<file path="config.mk">
export PLATFORM = sky130hd
export DESIGN_NAME = pipe_exmem_hazard
export DESIGN_NICKNAME = d
export VERILOG_FILES = /design/src/rtl/pipe_exmem_hazard.sv
export SDC_FILE = /design/constraint.sdc
export NUM_CORES = 1
export LEC_CHECK = 0
export CAP_MARGIN = 20
export CORE_AREA = 8 8 178 180
export DETAILED_ROUTE_END_ITERATION = 10
export DIE_AREA = 0 0 186 188
export PLACE_DENSITY = 0.65
export SKIP_LAST_GASP = 1
export SLEW_MARGIN = 10
export SYNTH_ARGS = -nofsm -noshare
export SYNTH_HDL_FRONTEND = slang
export SYNTH_SLANG_ARGS = --single-unit
</file>
<file path="constraint.sdc">
create_clock -name clk -period 2.3 [get_ports clk]
set_input_delay 0.345 -clock clk [delete_from_list [all_inputs] [get_ports clk]]
set_output_delay 0.345 -clock clk [all_outputs]
set_load 0.01 [all_outputs]
</file>
<file path="src/rtl/pipe_exmem_hazard.sv">
// ID/EX and EX/MEM pipeline registers with the RAW-stall / redirect-flush control.
// There is no forwarding: a consumer waits in ID until its producer has left MEM.
module pipe_exmem_hazard #(
  parameter int DWIDTH = 32
) (
  input  logic              clk,
  input  logic              rst,
  input  logic [DWIDTH-1:0] id_pc,
  input  logic [25:0]       id_jump_addr,
  input  logic [DWIDTH-1:0] id_imm,
  input  logic [DWIDTH-1:0] id_rs1,
  input  logic [DWIDTH-1:0] id_rs2,
  input  logic [4:0]        id_rs1_id,
  input  logic [4:0]        id_rs2_id,
  input  logic [4:0]        id_rdst_id,
  input  logic [11:0]       id_ctrl,
  input  logic [DWIDTH-1:0] ex_alu_out,
  input  logic              ex_zero,
  output logic [DWIDTH-1:0] ex_pc,
  output logic [31:0]       ex_jump_addr,
  output logic [DWIDTH-1:0] ex_imm,
  output logic [DWIDTH-1:0] ex_rs1,
  output logic [DWIDTH-1:0] ex_rs2,
  output logic [4:0]        ex_rdst_id,
  output logic [11:0]       ex_ctrl,
  output logic [DWIDTH-1:0] mem_rd,
  output logic [DWIDTH-1:0] mem_rs2,
  output logic [4:0]        mem_rdst_id,
  output logic [3:0]        mem_ctrl,
  output logic              pc_write,
  output logic              ifid_write,
  output logic              ifid_flush
);

  localparam logic [2:0] JT_BEQ = 3'd1;
  localparam logic [2:0] JT_JAL = 3'd2;
  localparam logic [2:0] JT_JR  = 3'd3;
  localparam logic [2:0] JT_J   = 3'd4;

  logic [DWIDTH-1:0] ex_pc_q, ex_imm_q, ex_rs1_q, ex_rs2_q;
  logic [31:0]       ex_jump_addr_q;
  logic [4:0]        ex_rdst_q;
  logic [11:0]       ex_ctrl_q;
  logic [DWIDTH-1:0] mem_rd_q, mem_rs2_q;
  logic [4:0]        mem_rdst_q;
  logic [3:0]        mem_ctrl_q;

  logic [2:0] ex_jt;
  logic       ex_we_reg, mem_we_reg;
  logic       redirect, raw_ex, raw_mem, stall, bubble;

  assign ex_jt      = ex_ctrl_q[2:0];
  assign ex_we_reg  = ex_ctrl_q[6];
  assign mem_we_reg = mem_ctrl_q[2];

  always_comb begin
    redirect = (ex_jt == JT_JAL) || (ex_jt == JT_JR) || (ex_jt == JT_J) ||
               ((ex_jt == JT_BEQ) && ex_zero);
    raw_ex   = ex_we_reg && (ex_rdst_q != 5'd0) &&
               ((ex_rdst_q == id_rs1_id) || (ex_rdst_q == id_rs2_id));
    raw_mem  = mem_we_reg && (mem_rdst_q != 5'd0) &&
               ((mem_rdst_q == id_rs1_id) || (mem_rdst_q == id_rs2_id));
    // Redirect squashes the waiting consumer anyway, so it overrides the stall.
    stall    = (raw_ex || raw_mem) && !redirect;
    bubble   = stall || redirect;
  end

  assign pc_write   = !stall;
  assign ifid_write = !stall;
  assign ifid_flush = redirect;

  always_ff @(posedge clk) begin
    if (rst || bubble) begin
      ex_pc_q        <= '0;
      ex_jump_addr_q <= '0;
      ex_imm_q       <= '0;
      ex_rs1_q       <= '0;
      ex_rs2_q       <= '0;
      ex_rdst_q      <= '0;
      ex_ctrl_q      <= '0;
    end else begin
      ex_pc_q        <= id_pc;
      ex_jump_addr_q <= {6'd0, id_jump_addr};
      ex_imm_q       <= id_imm;
      ex_rs1_q       <= id_rs1;
      ex_rs2_q       <= id_rs2;
      ex_rdst_q      <= id_rdst_id;
      ex_ctrl_q      <= id_ctrl;
    end
  end

  always_ff @(posedge clk) begin
    if (rst) begin
      mem_rd_q   <= '0;
      mem_rs2_q  <= '0;
      mem_rdst_q <= '0;
      mem_ctrl_q <= '0;
    end else begin
      mem_rd_q   <= ex_alu_out;
      mem_rs2_q  <= ex_rs2_q;
      mem_rdst_q <= ex_rdst_q;
      mem_ctrl_q <= ex_ctrl_q[7:4];
    end
  end

  assign ex_pc        = ex_pc_q;
  assign ex_jump_addr = ex_jump_addr_q;
  assign ex_imm       = ex_imm_q;
  assign ex_rs1       = ex_rs1_q;
  assign ex_rs2       = ex_rs2_q;
  assign ex_rdst_id   = ex_rdst_q;
  assign ex_ctrl      = ex_ctrl_q;
  assign mem_rd       = mem_rd_q;
  assign mem_rs2      = mem_rs2_q;
  assign mem_rdst_id  = mem_rdst_q;
  assign mem_ctrl     = mem_ctrl_q;

endmodule

</file>
==> impl_metrics.json <==
{
  "arrival_ps": 1980,
  "hold_path_class": "in2reg",
  "routabilityCongestion": 0.7676,
  "synth-async-reset-ratio_pct": 0,
  "worst-r2r-setup-slack_ps": 100,
  "synth_enable_flop_cells": 0,
  "critical_path.n_buffers_inverters": 1,
  "total_power_mw": 11.04,
  "final_period_minus_worst_setup_slack_ps": 2327,
  "tritoncts": "done",
  "timing.final.setup_violations": 2,
  "crit_path_cells": "xor2_1 > nor3_2 > a22oi_2 > o22ai_4 > nand2_2 > buf_6",
  "die_area_mm2": 0.03497,
  "syn_area_per_cell_um2": 13.32,
  "io_buffers": 462,
  "filler_cell_count": 2644,
  "synth-compound-area-share_pct": 0.5636,
  "critPathMaxStageDelay_ps": 370,
  "route.detailed.drc": 0,
  "max_cap_viol_count": 0,
  "post-dp-hpwl_um": 22310,
  "power_density_mw_per_mm2": 775.9,
  "synth_top_area_share_pct": 61.12,
  "power_report.internal_total_mw": 8.385,
  "area.growth.synth_to_final_pct": 78.13,
  "layout_setup_ws_ps": -26.76,
  "power.share.sequential_pct": 42.0,
  "synth_cell_types": 21,
  "rr_worst_depth": 7,
  "final_nets": 1279,
  "commonest_cells_after_routing_fill_and_taps_aside": "clkdlybuf4s50_1 (458), dfxtp_1 (237), nor4b_1 (91)",
  "share_clk_of_total_power_pct": 40.9,
  "grt_use_total_pct": 15.93,
  "clock_skews_ps": 16.32,
  "worstPathRequired_ps": 1960,
  "min-delay-start": "rst",
  "regToRegStartpoint": "ex_rdst_id[2]",
  "cpMaxStageDelayCell": "dfxtp_4",
  "yosysWarnings": 0,
  "setup_crit_start": "ex_rdst_id[4]",
  "standby_leakage_power_nw": 5.157,
  "synthFlopType": "dfxtp_1",
  "failing_checks": "negative setup slack",
  "slew_viol_final": 0,
  "timing.hold.worst_endpoint": "mem_rs2[31]",
  "cp_num_cells": 6,
  "max-clock-path-buffers": 3,
  "grt_start_max_net_pins": 87,
  "yosys.area_share.simple_pct": 31.36,
  "yosys.area_share.xor_xnor_pct": 2.192,
  "drt_iter0_drc": 260,
  "maxSlewHeadroom_pct": 59.38,
  "synth_fa_ha_area_share_pct": 0,
  "timing.hold.worst_path_depth": 2,
  "synth-seq-cells": 244,
  "switching_share_pct": 24.08,
  "net_switching_component_of_the_power_mw": 2.660,
  "clk-insertion-delay-late_ps": 530,
  "comb_power_share_pct": 17.2,
  "endpoint_kind": "output port",
  "netlist_top_cells_area": "dfxtp_1 (61%), nor4b_2 (15%), nor4b_1 (10%)",
  "crit_path_max_fanout": 4,
  "detail_route.vias_per_cell": 4.329,
  "worst_hold_slack_ps": 273.6,
  "startpoint_type_of_the_worst_setup_path": "flip-flop",
  "htree_num_levels": 1,
  "final-hold-violation-count": 0,
  "antenna_violations_before_repair": 1,
  "fraction_of_layout_cells_with_a_size_suffix_above_1_pct": 17.14,
  "wirelength_um": 29560,
  "total_number_of_clock_tree_sinks": 244,
  "final_min_period_over_clock_period_pct": 101.2,
  "wire_per_inst_um": 20.02,
  "outcome": "finished with violations",
  "ioPinCount": 469,
  "clkTransAtPathRegs_ps": 60,
  "layout.core_utilization_pct": 49.07,
  "dpl_worst_slack_ps": -600.7,
  "critical_path.top_delay_family": "simple AND/OR/NAND/NOR gates",
  "clk_root_buffer_cell": "clkbuf_16",
  "grt_setup_unrepaired": "yes",
  "synth.area.mux_share_pct": 0,
  "grt_overflow_total": 0,
  "die_height_um": 188,
  "dr.pass1.iters": 4,
  "dominant_combinational_cell_family_by_area_after_synthesis": "simple AND/OR/NAND/NOR gates",
  "grt_first_pass_wirelength_um": 43040,
  "area_occupied_by_multi_input_gates_mm2": 0.002834,
  "tritoncts.num_buffers": 28,
  "vdd_drop_max_mv": 0.6073,
  "synth-seq-area-share_pct": 61.12,
  "die_w_um": 186,
  "antenna_violating_nets_post_route": 0,
  "vias_in_the_first_global_route": 6785,
  "postSynthCellCount": 600,
  "critPathKind": "reg2out",
  "register_area_mm2": 0.004898,
  "r2r_end": "ex_rs2[10]",
  "final_common_cell": "clkdlybuf4s50_1",
  "timing.fmax_mhz": 429.8,
  "coreArea_mm2": 0.02901,
  "worst-slew-pin-transition_ps": 609.4,
  "detailroute.via_count": 6389,
  "starting_utilization_of_the_core_area_pct": 27.55,
  "synth_area_mm2": 0.007991,
  "synth_largest_area_cell": "dfxtp_1",
  "cts_hold_buffers": 0,
  "rows": 63,
  "setup-tns-final_ps": -53.46
}
==> how the worst max path moves through the flow <==
stage / endpoint / slack, ps
after floorplan: pc_write / 190
final: ifid_write / -30
after global placement: ex_imm[14] / -630
after CTS: ifid_write / -100
after global routing: pc_write / -150
after detailed placement: ex_imm[14] / -600
==> synth_stat cells, types with 2 or more instances <==
library cell  number
nor3_1             4
xor2_1            20
nor2_1             4
nand2_1            2
clkbuf_1          44
a22oi_1            2
o21ai_1            2
nor4b_2           79
buf_2             10
nor2b_1           73
or4_1              2
nor4b_1           92
dfxtp_1          244
buf_4              7
buf_6              9
==> worst reg2reg max path: cells and delay by family (launching register included) <==
kind | cells | cell delay (ps)
buf+inv | 3 | 630
compound gates | 2 | 310
simple gates | 2 | 790
flops | 1 | 370
==> state kept, by name, indices dropped and copies added (netlist names) <==
signal / cells
ex_ctrl: 12
ex_imm: 32
ex_jump_addr: 26
ex_pc: 32
ex_rdst_id: 5
ex_rs1: 32
ex_rs2: 32
mem_ctrl: 4
mem_rd: 32
mem_rdst_id: 5
mem_rs2: 32
==> cell type report <==
type	instances	area share (%)
clock buffers	41	5.836
clock inverters	11	0.8438
flip-flops and latches	244	34.41
repair buffers	499	35.49
diodes	1	0.01758
multi-input cells	289	19.91
well taps	390	3.428
inverters	1	0.06153
==> cell families (layout without fill, tap and decap cells) <==
| logic type | count (synthesis) | count (layout) |
|---|---|---|
| buffers and inverters | 72 | 552 |
| AND/OR/NAND/NOR | 256 | 256 |
| other | 1 | 7 |
| flip-flops | 244 | 244 |
| XOR/XNOR | 20 | 20 |
| AO/OA/AOI/OAI | 7 | 7 |
==> power by group through the flow <==
stage / clock network (mW) / logic, mW / registers (mW)
finish: 4.51 / 1.90 / 4.63
global placement: 0 / 1.89 / 4.72
CTS: 4.63 / 1.92 / 4.64
floorplan: 0 / 0.555 / 4.86
global route: 4.82 / 2.01 / 4.66
detailed placement: 0 / 1.90 / 4.72
==> metal layers <==
metal  track usage (%)  vias to the layer above  part of all wire, %
li1                  -                     3045                    -
met1             17.66                     3012                   38
met2             28.08                      281                   50
met3             5.109                       51                  9.9
met4             5.467                        0                  2.4
met5                 0                        -                    0
==> what timing repair did <==
| action | in CTS | in global routing |
|---|---|---|
| resized for setup | 24 | 13 |
| pin swaps | 7 | 4 |
| setup buffers | 1 | 0 |
| setup endpoints to repair | 138 | 48 |
==> through the flow <==
stage | instances | area [um2]
5_1_grt | 1476 | 14230
2_1_floorplan | 605 | 8010
3_5_place_dp | 1423 | 13180
4_1_cts | 1475 | 14160
6_report | 1476 | 14230
3_3_place_gp | 1423 | 13180
No activity file was read; power rests on OpenSTA's default activity.
